[src/rtl/video_scandoubler.sv]
// video_scandoubler: line-doubling scan converter (~15.6 kHz in, ~31 kHz out).
// Each input line is captured into one bank of a ping-pong 1 bpp buffer, and the
// previous line is replayed twice at one pixel per clock with regenerated hsync.
// Optional feature: define VIDEO_SCANDOUBLER_SCANLINES_EN to blank the second
// pass of every output line (dark scanlines); sync timing is unaffected.
module video_scandoubler #(
  parameter int unsigned LINE_PIXELS  = 1024,
  parameter int unsigned H_SYNC_WIDTH = 64,
  parameter int unsigned H_BACK_PORCH = 48
) (
  input  logic        clk16_i,
  input  logic        reset_i,
  input  logic        pixel_en_i,
  input  logic        video_i,
  input  logic        h_sync_ni,
  input  logic        v_sync_ni,
  output logic        video_o,
  output logic        h_sync_no,
  output logic        v_sync_no,
  output logic [11:0] line_len_o,
  output logic        overflow_o
);

  localparam int unsigned AW         = $clog2(LINE_PIXELS);
  localparam int unsigned CW         = 12;
  localparam logic [CW-1:0] SYNC_LAST  = CW'(H_SYNC_WIDTH - 1);
  localparam logic [CW-1:0] PORCH_LAST = CW'(H_SYNC_WIDTH + H_BACK_PORCH - 1);
  localparam logic [CW-1:0] CNT_MAX    = {CW{1'b1}};

  typedef enum logic [2:0] {
    IDLE,
    SYNC,
    PORCH,
    ACTIVE,
    TAIL
  } state_t;

  // Ping-pong line buffer, bank selected by the MSB of the index.
  logic mem [2*LINE_PIXELS];

  logic          hsync_q;
  logic          ls;
  logic          wr_bank;
  logic [AW:0]   wr_addr;
  logic [AW:0]   rd_len;
  logic [CW-1:0] period_cnt;
  logic [CW-1:0] half;
  logic [CW-1:0] half_last;
  logic          seen_ls;
  logic          valid;

  state_t        state;
  state_t        state_next;
  logic [CW-1:0] out_cnt;
  logic [CW-1:0] cnt_next;
  logic          pass;
  logic          pass_next;
  logic [AW-1:0] rd_addr;
  logic [AW-1:0] rd_addr_next;
  logic          restart;
  logic          rd_en;
  logic [AW:0]   rd_idx;
  logic [AW:0]   wr_idx;
  logic          wr_en;

  // Previous hsync level; sampled during reset too so no false edge follows it.
  always_ff @(posedge clk16_i) begin
    hsync_q <= h_sync_ni;
  end

  // Line start is the first low cycle of the input hsync.
  always_comb begin
    ls        = hsync_q & ~h_sync_ni;
    half_last = half - CW'(1);
    wr_en     = pixel_en_i & ~ls & ~wr_addr[AW];
    wr_idx    = {wr_bank, wr_addr[AW-1:0]};
    rd_idx    = {~wr_bank, rd_addr};
  end

  // Write side: bank swap at line start, pixel capture, sticky overflow.
  // A pixel strobe coinciding with line start is dropped; the line begins empty.
  always_ff @(posedge clk16_i) begin
    if (reset_i) begin
      wr_bank    <= 1'b0;
      wr_addr    <= '0;
      rd_len     <= '0;
      overflow_o <= 1'b0;
    end else if (ls) begin
      wr_bank <= ~wr_bank;
      rd_len  <= wr_addr;
      wr_addr <= '0;
    end else if (pixel_en_i) begin
      if (!wr_addr[AW]) begin
        wr_addr <= wr_addr + (AW+1)'(1);
      end else begin
        overflow_o <= 1'b1;
      end
    end
  end

  // Buffer write port, kept reset-free so it maps onto a RAM.
  always_ff @(posedge clk16_i) begin
    if (wr_en) begin
      mem[wr_idx] <= video_i;
    end
  end

  // Input line period measurement and replay-valid qualification.
  always_ff @(posedge clk16_i) begin
    if (reset_i) begin
      period_cnt <= '0;
      line_len_o <= '0;
      half       <= '0;
      seen_ls    <= 1'b0;
      valid      <= 1'b0;
    end else if (ls) begin
      line_len_o <= period_cnt;
      half       <= {1'b0, period_cnt[CW-1:1]};
      period_cnt <= CW'(1);
      seen_ls    <= 1'b1;
      if (seen_ls) begin
        valid <= 1'b1;
      end
    end else if (period_cnt != CNT_MAX) begin
      period_cnt <= period_cnt + CW'(1);
    end
  end

  // Read FSM state register.
  always_ff @(posedge clk16_i) begin
    if (reset_i) begin
      state   <= IDLE;
      out_cnt <= '0;
      pass    <= 1'b0;
      rd_addr <= '0;
    end else begin
      state   <= state_next;
      out_cnt <= cnt_next;
      pass    <= pass_next;
      rd_addr <= rd_addr_next;
    end
  end

  // Read FSM next state: line start beats the half-period restart.
  always_comb begin
    state_next   = state;
    cnt_next     = out_cnt + CW'(1);
    pass_next    = pass;
    rd_addr_next = rd_addr;
    restart      = 1'b0;
    rd_en        = 1'b0;

    if (ls && (valid || state != IDLE)) begin
      state_next = SYNC;
      cnt_next   = '0;
      pass_next  = 1'b0;
      restart    = 1'b1;
    end else if (state != IDLE && out_cnt == half_last) begin
      cnt_next  = '0;
      if (!pass) begin
        state_next = SYNC;
        pass_next  = 1'b1;
        restart    = 1'b1;
      end else begin
        // Input sync lost: a full second pass ran without a new line start.
        state_next = IDLE;
        pass_next  = 1'b0;
      end
    end else begin
      unique case (state)
        IDLE: begin
          cnt_next = out_cnt;
        end
        SYNC: begin
          if (out_cnt == SYNC_LAST) begin
            state_next = PORCH;
          end
        end
        PORCH: begin
          if (out_cnt == PORCH_LAST) begin
            rd_addr_next = '0;
            state_next   = (rd_len == '0) ? TAIL : ACTIVE;
          end
        end
        ACTIVE: begin
`ifdef VIDEO_SCANDOUBLER_SCANLINES_EN
          rd_en = ~pass;
`else
          rd_en = 1'b1;
`endif
          rd_addr_next = rd_addr + AW'(1);
          if ({1'b0, rd_addr} == rd_len - (AW+1)'(1)) begin
            state_next = TAIL;
          end
        end
        TAIL: begin
          state_next = TAIL;
        end
        default: begin
          state_next = IDLE;
        end
      endcase
    end
  end

  // Registered outputs; the buffer read and video register are the same stage.
  always_ff @(posedge clk16_i) begin
    if (reset_i) begin
      video_o   <= 1'b0;
      h_sync_no <= 1'b1;
      v_sync_no <= 1'b1;
    end else begin
      video_o   <= rd_en ? mem[rd_idx] : 1'b0;
      h_sync_no <= (state_next != SYNC);
      if (restart) begin
        v_sync_no <= v_sync_ni;
      end
    end
  end

endmodule

[config.mk]
export PLATFORM = sky130hd
export DESIGN_NAME = video_scandoubler
export DESIGN_NICKNAME = d
export VERILOG_FILES = /design/src/rtl/video_scandoubler.sv
export SDC_FILE = /design/constraint.sdc
export NUM_CORES = 2
export LEC_CHECK = 0
export ABC_CLOCK_PERIOD_IN_PS = 8140
export BUFFER_PORTS_ARGS = -buffer_cell sky130_fd_sc_hd__clkbuf_2
export CORE_MARGIN = 1
export CORE_UTILIZATION = 56
export DETAILED_ROUTE_END_ITERATION = 7
export HOLD_SLACK_MARGIN = 0.03
export PLACE_DENSITY = 0.72
export SLEW_MARGIN = 25
export SYNTH_ARGS = -nofsm -noshare
export SYNTH_HDL_FRONTEND = slang
export SYNTH_SLANG_ARGS = --single-unit
[constraint.sdc]
create_clock -name clk16_i -period 8.14 [get_ports clk16_i]
set_input_delay 0 -clock clk16_i [delete_from_list [all_inputs] [get_ports clk16_i]]
set_output_delay 0 -clock clk16_i [all_outputs]
set_load 0.02 [all_outputs]
==> run metrics <==
status=complete, no violations; sequential cell area=63120 sq um; final cell area excluding filler cells=101800 sq um; Max Freq=209.8 MHz; Final Hold Viols=0; classification of the worst setup path=reg -> reg; leading cell types in the layout, fill and taps excluded=2121 x nor2_1, 2048 x edfxtp_1, 342 x mux4_2; Ports=22; number of rows created at floorplan=150; clock insertion delay at the later pin of the skew report=0.87 ns; CP Launch Type=flip-flop; peak supply drop=203.7 uV; cts bufs inserted=209; endpoint type of the worst setup path=flip-flop; CTS tree=yes; total cell area at the placement stage=94770 sq um; combined area of all synthesized cells=94010 sq um; number of fill cells=12230; proportion of synthesized chip area in sequential cells=67.12%; share of cells above drive strength 1=14.10%; Post-Syn Instances=6703; number of standard cells in the layout, taps in and fillers out=8798; Sinks on Clock Net=2128; Post-synth top flop=edfxtp_1; post-DR wirelength/cell=30.25 um; DRC marker count from the first detailed-route iteration=10130; pin count of the biggest net entering global routing=305; Data required, critical path=8.86 ns; Slew HR=17.52%; initial antenna violation count=7; Post-Place Worst Slack=3.542 ns; Slew @ Worst Pin=1.237 ns; leakage power=29.19 nW; cell chain of the critical path=buf_12 -> nor2b_4 -> buf_4 -> a21oi_1 -> nand3_1 -> o2111ai_1 -> o311ai_0 -> a31oi_1 -> nor4_2 -> a221oi_2; overall track demand over capacity in global routing=31.16%; number of flip-flops and latches in the synthesized netlist=2128; Die Height=411.7 um; antenna viol nets, final=0; min-delay worst type=in -> reg; total gr overflow=0; first-pass iteration count of the detailed router=8; Distinct cells, synth=95; clock transition at the register clock pins on the worst setup and hold paths after CTS=0.06 ns; drt via density=6.669; # H-tree levels=4; total of buffers placed on input and output ports=21; final routed wirelength across all metal layers=266200 um; Die Footprint=169500 sq um; number of enable flip-flop cells after synthesis=2048; unrepaired setup endpoints after global routing=false; dpl cells=8396; number of gates given a new drive strength after cts=0; count of hold buffers inserted by post-cts repair=10; P&R area growth vs syn=8.252%; Critical Path AT=5.49 ns; weighted congestion at the end of routability-driven global placement=0.8635; most common cell after layout, fill and taps aside=nor2_1; first-pass GRT wire length=380100 um; number of max-slew violations in the final report=0; buffer levels on the longest clock path=3; Max-Cap Viols=0; Final setup viols=0; setup skew after layout=0.04931 ns; power per cell area=213.0 nW/um^2; Setup Fix Bufs, Post-CTS=0; Hold Slack=0.1216 ns; Net Count, Synth=6718; total number of vias=58670; setup total negative slack=0 ns; post-layout worst setup margin=3.373 ns; detailed placement HPWL=139200 um; combined area of the multi-input logic cells=27650 sq um; Root Driver=clkbuf_16; vias in the first global route=55990; final cycle utilization of the critical path=58.56%; CORE AREA=166800 sq um; post-route minimum period=4.767 ns; number of DRC violations after detailed routing=0; share of flip-flops with an asynchronous set or reset=0%; Slowest Stage Delay on Critical Path=0.90 ns; Synth warnings=0; post-synthesis area per instance=14.03 sq um; Critical Path Fanout Max=75; die span in x=411.7 um; initial cell density of the core=56.34%; post-layout net count=6434; highest-delay cell along the critical path=o311ai_0
## critical path: cells and delay by family (launching register included)
family | cells | cell delay [ns]
AND/OR/NAND/NOR | 3 | 1.49
buffers and inverters | 2 | 0.94
AO/OA/AOI/OAI | 5 | 1.43
flip-flops | 1 | 0.70
## flip-flops by register name, summed over array words and instances (netlist names)
name / flops
h_sync_no: 1
hsync_q: 1
line_len_o: 12
mem: 2048
out_cnt: 12
overflow_o: 1
pass: 1
period_cnt: 12
rd_addr: 10
rd_len: 11
seen_ls: 1
state: 3
v_sync_no: 1
valid: 1
video_o: 1
wr_addr: 11
wr_bank: 1
## worst paths after layout
| path | from | endpoint | slack [ns] | cells past startpoint |
|---|---|---|---|---|
| worst max register to register | rd_addr[2] | video_o | 3.37 | 10 |
| worst max-delay path | rd_addr[2] | video_o | 3.37 | 10 |
| worst min register to register | line_len_o[0] | line_len_o[0] | 0.48 | 2 |
| worst min-delay path | h_sync_ni | line_len_o[3] | 0.12 | 5 |
## power by group
group | switching (mW) | total (mW) | leakage [nW] | internal (mW)
combinational | 0.238 | 0.275 | 6.95 | 0.0366
sequential | 0.00731 | 12.0 | 19.0 | 12.0
clock | 4.21 | 9.40 | 3.19 | 5.19
## metrics by stage
| step | utilization, % | power (mW) |
|---|---|---|
| after global routing | 60.99 | 22.11 |
| after CTS | 60.82 | 21.71 |
| after floorplan | - | 12.30 |
| after global placement | 56.75 | 12.48 |
| after detailed placement | 56.80 | 12.49 |
| final | 60.99 | 21.68 |
## synth_stat cells (9+ instances only)
master,n,area share (%)
a22oi_1,26,0.21
and2_1,9,0.060
buf_2,63,0.34
o221ai_1,86,0.80
buf_8,17,0.27
clkbuf_1,479,1.9
nor3_1,53,0.28
o21ai_0,41,0.22
clkbuf_8,13,0.19
a221o_1,15,0.16
o21ai_1,13,0.069
o22ai_1,39,0.26
a21oi_1,108,0.57
nor2_1,2124,8.5
a31oi_1,15,0.10
buf_1,17,0.068
xor2_1,31,0.29
mux4_1,55,1.5
inv_1,16,0.064
mux2_2,22,0.26
nand4_1,28,0.19
buf_4,13,0.10
nor4_1,15,0.10
nand3_1,69,0.37
ha_1,9,0.12
xnor2_1,23,0.21
nor2b_1,25,0.17
buf_6,26,0.31
nand2b_1,20,0.13
and3_1,25,0.17
buf_12,32,0.68
mux4_2,342,8.2
edfxtp_1,2048,65
o31ai_1,12,0.096
a221oi_1,21,0.20
a211oi_1,15,0.12
mux2i_1,315,3.4
nand2_1,199,0.79
dfxtp_1,80,1.7
nor3b_1,9,0.072
## layout make-up
class	instances	area share (%)
Clock inverter	113	1.063
Multi-Input combinational cell	3897	27.17
Sequential cell	2128	62.02
Clock buffer	267	5.424
Inverter	18	0.07377
Antenna cell	6	0.01475
Tap cell	2204	2.710
Timing Repair Buffer	165	1.527
## routing by layer
layer	part of all wire [%]	track usage (%)	up-vias
met5	0.013	0	-
met4	5.0	14.45	6
met3	14	7.252	765
met2	46	47.54	4099
met1	36	42.74	29690
li1	-	-	24110
## cells by family (layout without fill, tap and decap cells)
logic type                 count (synthesis)  in the layout  synth area share (%)
and+or+nand+nor                         2622           2622                 11.21
xor gates and xnor gates                  54             54                0.5031
buffers and inverters                    678            563                 3.946
other                                      0              6                     0
adders and majority gates                  9              9                0.1198
AOI/OAI and AO/OA                        476            476                 3.724
muxes                                    736            736                 13.37
DFF                                     2128           2128                 67.12
Power figures use the tool's default switching activity.
